--- config.mk ---
export PLATFORM = sky130hd
export DESIGN_NAME = rhs_stim_sequencer
export DESIGN_NICKNAME = d
export VERILOG_FILES = /design/src/rtl/rhs_stim_sequencer.sv
export SDC_FILE = /design/constraint.sdc
export NUM_CORES = 1
export LEC_CHECK = 0
export ABC_CLOCK_PERIOD_IN_PS = 9300
export CELL_PAD_IN_SITES_DETAIL_PLACEMENT = 1
export CELL_PAD_IN_SITES_GLOBAL_PLACEMENT = 2
export CORE_AREA = 2 2 179 181
export DETAILED_ROUTE_END_ITERATION = 12
export DIE_AREA = 0 0 181 183
export GPL_TIMING_DRIVEN = 1
export PLACE_DENSITY = 0.87
export SYNTH_ARGS = -nofsm -noshare
export SYNTH_HDL_FRONTEND = slang
export SYNTH_SLANG_ARGS = --single-unit
export TNS_END_PERCENT = 10
--- constraint.sdc ---
create_clock -name rhs_aclk -period 9.3 [get_ports rhs_aclk]
set_clock_uncertainty 0.15 [all_clocks]
set_input_delay 2.325 -clock rhs_aclk [delete_from_list [all_inputs] [get_ports rhs_aclk]]
set_output_delay 2.325 -clock rhs_aclk [all_outputs]
set_load 0.01 [all_outputs]
--- src/rtl/rhs_stim_sequencer.sv ---
`default_nettype none
// rhs_stim_sequencer: biphasic pulse-train sequencer that issues cathodic, anodic
// and off phase commands to an RHS command engine with tick-based phase timing.
// Revision: 1.0 - initial release
module rhs_stim_sequencer #(
  parameter int unsigned TICK_DIV = 2800
) (
  input  logic        rhs_aclk,
  input  logic        rhs_aresetn,
  input  logic        start,
  input  logic        abort,
  input  logic [4:0]  cfg_chan_pos,
  input  logic [4:0]  cfg_chan_neg,
  input  logic        cfg_mono,
  input  logic [15:0] cfg_pulse_width,
  input  logic [15:0] cfg_ipd,
  input  logic [7:0]  cfg_num_pulse,
  output logic        cmd_valid,
  input  logic        cmd_ready,
  output logic [1:0]  cmd_phase,
  output logic [4:0]  cmd_chan_pos,
  output logic [4:0]  cmd_chan_neg,
  output logic        cmd_mono,
  output logic        busy,
  output logic [7:0]  pulse_idx,
  output logic        done,
  output logic        aborted
);

  localparam int CNT_W = 32;
  localparam logic [CNT_W-1:0] TICK = CNT_W'(TICK_DIV);

  localparam logic [3:0] S_IDLE     = 4'd0;
  localparam logic [3:0] S_LOAD     = 4'd1;
  localparam logic [3:0] S_CMD_CATH = 4'd2;
  localparam logic [3:0] S_CATH     = 4'd3;
  localparam logic [3:0] S_CMD_ANOD = 4'd4;
  localparam logic [3:0] S_ANOD     = 4'd5;
  localparam logic [3:0] S_CMD_OFF  = 4'd6;
  localparam logic [3:0] S_GAP      = 4'd7;
  localparam logic [3:0] S_FIN      = 4'd8;

  localparam logic [1:0] PH_OFF  = 2'b00;
  localparam logic [1:0] PH_CATH = 2'b01;
  localparam logic [1:0] PH_ANOD = 2'b10;

  logic [3:0]       state_q, state_d;
  logic [CNT_W-1:0] cnt_q, cnt_d;
  logic [4:0]       pos_q, pos_d;
  logic [4:0]       neg_q, neg_d;
  logic             mono_q, mono_d;
  logic [15:0]      pw_q, pw_d;
  logic [15:0]      ipd_q, ipd_d;
  logic [7:0]       num_q, num_d;
  logic [7:0]       idx_q, idx_d;
  logic             abort_q, abort_d;

  logic [15:0]      pw_eff;
  logic [CNT_W-1:0] phase_len;
  logic [CNT_W-1:0] gap_len;
  logic             cnt_zero;

  // Counters are loaded with length-1 so a phase lasts exactly its length.
  assign pw_eff    = (pw_q == 16'd0) ? 16'd1 : pw_q;
  assign phase_len = ({16'd0, pw_eff} * TICK) - 32'd1;
  assign gap_len   = ({16'd0, ipd_q} * TICK) - 32'd1;
  assign cnt_zero  = (cnt_q == '0);

  always_comb begin
    state_d = state_q;
    pos_d   = pos_q;
    neg_d   = neg_q;
    mono_d  = mono_q;
    pw_d    = pw_q;
    ipd_d   = ipd_q;
    num_d   = num_q;
    idx_d   = idx_q;
    abort_d = abort_q;
    case (state_q)
      S_IDLE: begin
        if (start) begin
          state_d = S_LOAD;
          abort_d = 1'b0;
        end
      end
      S_LOAD: begin
        pos_d   = cfg_chan_pos;
        neg_d   = cfg_chan_neg;
        mono_d  = cfg_mono;
        pw_d    = cfg_pulse_width;
        ipd_d   = cfg_ipd;
        num_d   = cfg_num_pulse;
        idx_d   = 8'd0;
        abort_d = abort;
        state_d = abort ? S_CMD_OFF : S_CMD_CATH;
      end
      S_CMD_CATH: begin
        if (abort) begin
          abort_d = 1'b1;
          state_d = S_CMD_OFF;
        end else if (cmd_ready) begin
          state_d = S_CATH;
        end
      end
      S_CATH: begin
        if (abort) begin
          abort_d = 1'b1;
          state_d = S_CMD_OFF;
        end else if (cnt_zero) begin
          state_d = S_CMD_ANOD;
        end
      end
      S_CMD_ANOD: begin
        if (abort) begin
          abort_d = 1'b1;
          state_d = S_CMD_OFF;
        end else if (cmd_ready) begin
          state_d = S_ANOD;
        end
      end
      S_ANOD: begin
        if (abort) begin
          abort_d = 1'b1;
          state_d = S_CMD_OFF;
        end else if (cnt_zero) begin
          state_d = S_CMD_OFF;
        end
      end
      S_CMD_OFF: begin
        if (cmd_ready) begin
          if (abort_q || abort) begin
            abort_d = 1'b1;
            state_d = S_FIN;
          end else if (idx_q == num_q) begin
            state_d = S_FIN;
          end else if (ipd_q == 16'd0) begin
            idx_d   = idx_q + 8'd1;
            state_d = S_CMD_CATH;
          end else begin
            state_d = S_GAP;
          end
        end else if (abort) begin
          abort_d = 1'b1;
        end
      end
      S_GAP: begin
        if (abort) begin
          abort_d = 1'b1;
          state_d = S_CMD_OFF;
        end else if (cnt_zero) begin
          idx_d   = idx_q + 8'd1;
          state_d = S_CMD_CATH;
        end
      end
      S_FIN: begin
        state_d = S_IDLE;
      end
      default: begin
        state_d = S_IDLE;
      end
    endcase
  end

  // Reload on every state change; timed states count down to zero.
  always_comb begin
    cnt_d = cnt_q;
    if (state_d != state_q) begin
      if (state_d == S_CATH || state_d == S_ANOD) begin
        cnt_d = phase_len;
      end else if (state_d == S_GAP) begin
        cnt_d = gap_len;
      end else begin
        cnt_d = '0;
      end
    end else if (!cnt_zero) begin
      cnt_d = cnt_q - 32'd1;
    end
  end

  always_ff @(posedge rhs_aclk or negedge rhs_aresetn) begin
    if (!rhs_aresetn) begin
      state_q <= S_IDLE;
      cnt_q   <= '0;
      pos_q   <= '0;
      neg_q   <= '0;
      mono_q  <= 1'b0;
      pw_q    <= '0;
      ipd_q   <= '0;
      num_q   <= '0;
      idx_q   <= '0;
      abort_q <= 1'b0;
    end else begin
      state_q <= state_d;
      cnt_q   <= cnt_d;
      pos_q   <= pos_d;
      neg_q   <= neg_d;
      mono_q  <= mono_d;
      pw_q    <= pw_d;
      ipd_q   <= ipd_d;
      num_q   <= num_d;
      idx_q   <= idx_d;
      abort_q <= abort_d;
    end
  end

  always_comb begin
    cmd_phase = PH_OFF;
    if (state_q == S_CMD_CATH) begin
      cmd_phase = PH_CATH;
    end else if (state_q == S_CMD_ANOD) begin
      cmd_phase = PH_ANOD;
    end
  end

  assign cmd_valid    = (state_q == S_CMD_CATH) || (state_q == S_CMD_ANOD) ||
                        (state_q == S_CMD_OFF);
  assign cmd_chan_pos = pos_q;
  assign cmd_chan_neg = neg_q;
  assign cmd_mono     = mono_q;
  assign busy         = (state_q != S_IDLE) && (state_q != S_FIN);
  assign pulse_idx    = idx_q;
  assign done         = (state_q == S_FIN);
  assign aborted      = (state_q == S_FIN) && abort_q;

endmodule
`default_nettype wire

==> results.py <==
metrics = {
    "clock_tree": {
        "cts_tree": "done",
        "numCtsBuffers": 9,
        "ctsHtreeMaxLevel": 3,
        "cts-root-buf": "clkbuf_16",
        "ctsHoldBuffers": 0,
        "clock_path_buffers": 2,
        "post-cts-setup-buffer-count": 0,
        "clkTransAtPathRegs_ns": 0.10,
        "cts_resized": 0,
        "cts_sinks": 96,
        "clock_latency_ns": 0.39,
    },
    "logic_synthesis": {
        "ys_types": 82,
        "synth_edf_count": 0,
        "synth_common_cells": "225 x inv_1, 164 x nand2_1, 155 x ha_1, 106 x fa_1, 96 x dfrtp_1",
        "syn_area_um2": 12630,
        "yosys_warnings": 0,
        "synthMostInstantiatedCell": "inv_1",
        "synth_area_leaders": "dfrtp_1 19%, fa_1 17%, ha_1 15%",
        "syn_nets": 1806,
        "synth_cells": 1489,
        "yosysTopAreaCellShare_pct": 19.02,
        "synth_ff_type": "dfrtp_1",
        "async_flop_share_pct": 100.0,
        "synth-seq-cells": 96,
        "ys_seq_area_share_pct": 19.02,
        "avgSynthCellArea_um2": 8.483,
        "synth_top_area_cell": "dfrtp_1",
    },
    "routing": {
        "via_count": 10650,
        "finalWirelength_um": 34480,
        "vias_per_cell": 5.491,
        "drcViolationCount": 0,
        "postRouteAntennaNets": 0,
        "drtIter0Drc": 483,
        "first_pass_iters": 4,
        "wl_per_cell_um": 17.78,
    },
    "floorplan": {
        "start_util_pct": 40.44,
        "die_area_um2": 33120,
        "rows": 65,
        "boundaryPins": 81,
        "fp.dieH_um": 183,
        "die_x_um": 181,
        "core_um2": 31230,
    },
    "setup_path": {
        "crit_buf_inv": 3,
        "arrival_ns": 7.72,
        "end_kind": "flop",
        "crit_start": "pw_q[9]",
        "crit_path_max_fanout": 11,
        "required_ns": 9.40,
        "crit_type": "reg2reg",
        "r2r-start": "pw_q[9]",
        "max_stage_delay_ns": 1.00,
        "path_cells": "inv_1 > ha_1 > nand4_1 > nor3_1 > nor2_1 > ha_1 > fa_1 > fa_1 > inv_1 > fa_1 > inv_1 > ha_1 > nand2_1 > or4_1 > o211a_1 > xor2_1 > or4b_1 > nor4_1 > mux2i_1 > a31oi_1",
        "worst_path_dominant_cell_family": "simple AND/OR/NAND/NOR gates",
        "cp_slowest_cell": "nor3_1",
        "cp-start-kind": "flop",
    },
    "finish": {
        "syn2layout_area_growth_pct": 11.35,
        "final_cell_count_no_fill": 1939,
        "multi_input_area_um2": 9179,
        "seq_area_um2": 2402,
        "drive_gt1_share_pct": 3.253,
        "diodes": 0,
        "nets": 1849,
        "fillCellCount": 3740,
        "post-route-util_pct": 45.04,
    },
    "sta": {
        "fin_tns_setup_ns": 0,
        "finalCriticalPeriod_ns": 7.616,
        "finalHoldViolCount": 0,
        "worst_slew_pin_slew_ns": 1.210,
        "fin_crit_sh_pct": 81.89,
        "slew_headroom_pct": 18.68,
        "fmax_mhz": 131.3,
        "finalSetupViolCount": 0,
        "slew_viol_final": 0,
        "rsz0062_at_grt": "false",
    },
    "global_route": {
        "antenna_found_initial": 0,
        "grt_pass1_vias": 11110,
        "track_usage_pct": 21.56,
        "grt_max_degree": 88,
        "grt_pass1_wl_um": 57390,
        "overflow": 0,
    },
    "place": {
        "dp_cells": 1923,
        "gp_routability_congestion": 0.8437,
        "io_buffers": 80,
        "dp_hpwl_um": 27720,
    },
    "worst_hold_path": {
        "min_from": "cmd_chan_pos[4]",
        "hold_class": "reg2reg",
    },
    "run_status": {
        "status": "finished, final reports clean",
    },
    "job": {
        "cap_viol_max_count": 0,
    },
}
==> metal layers <==
metal / vias up / part of all wire (%) / global-route usage [%]
li1: 5165 / - / -
met3: 28 / 2.6 / 2.482
met1: 5338 / 48 / 29.26
met2: 116 / 47 / 36.55
met5: - / 0 / 0
met4: 0 / 2.0 / 6.016
==> worst paths after layout <==
kind	cells after the start	end	slack, ns
min reg2reg	2	cmd_chan_pos[4]	0.33
max reg2reg	20	cnt_q[27]	1.68
max	20	cnt_q[27]	1.68
max in group asynchronous	2	cmd_chan_pos[3]	6.02
min	2	cmd_chan_pos[4]	0.33
min in group asynchronous	1	cnt_q[1]	1.81
==> cells in the final DEF, fill, tap and decap left out, types with 9 or more instances in the layout <==
| master | n |
|---|---|
| o21ai_0 | 75 |
| and3_1 | 13 |
| nand2b_1 | 10 |
| a21o_1 | 21 |
| or3_1 | 21 |
| nor3_1 | 36 |
| or4_1 | 9 |
| clkbuf_16 | 9 |
| xor2_1 | 39 |
| o31ai_1 | 10 |
| a31oi_1 | 12 |
| and2_1 | 15 |
| a211oi_1 | 9 |
| a22oi_1 | 15 |
| xnor2_1 | 47 |
| clkdlybuf4s50_1 | 79 |
| a21oi_1 | 82 |
| nand2_1 | 164 |
| nor4_1 | 14 |
| nand3_1 | 32 |
| ha_1 | 155 |
| fa_1 | 106 |
| inv_1 | 225 |
| nand4_1 | 11 |
| dfrtp_1 | 96 |
| nor2_1 | 80 |
==> through the flow <==
stage          worst slack, ns  area [um2]  hold slack, ns
4_1_cts                  1.630       14060          0.3324
6_report                 1.684       14060          0.3297
3_5_place_dp             1.669       13760          0.3114
3_3_place_gp             2.001       13760          0.3069
2_1_floorplan            2.920       12630          0.3152
5_1_grt                  1.245       14060          0.3523
==> flip-flops by register name, indices dropped and copies added, names as in the netlist <==
signal and flops:
cmd_chan_pos 5, cmd_mono 1, num_q 8, ipd_q 16
cnt_q 32, cmd_chan_neg 5, state_q 4, abort_q 1
pw_q 16, pulse_idx 8
==> worst min-delay path: stages, from the launching register on <==
cell and delay [ns]:
dfrtp_1 0.35, nand2_1 0.05, nand2_1 0.05
==> kinds of logic (layout without fill, tap and decap cells) <==
group / after synthesis / after routing / share of synthesized area, %
muxes: 7 / 7 / 0.5844
buffers and inverters: 278 / 326 / 8.410
and+or+nand+nor: 449 / 449 / 17.61
DFF: 96 / 96 / 19.02
adders and majority gates: 261 / 261 / 32.15
xor gates and xnor gates: 86 / 86 / 5.963
AOI/OAI and AO/OA: 312 / 312 / 16.26
==> layout make-up <==
type | instances | area share [%]
multi-input cells | 1115 | 65.26
flip-flops and latches | 96 | 17.08
inverters | 225 | 6.005
repair buffers | 85 | 5.943
well taps | 402 | 3.576
clock buffers | 10 | 1.699
clock inverters | 6 | 0.4359
Power is not shown: default switching activity piles up to over one toggle a cycle in this logic, so the estimate is an artifact.
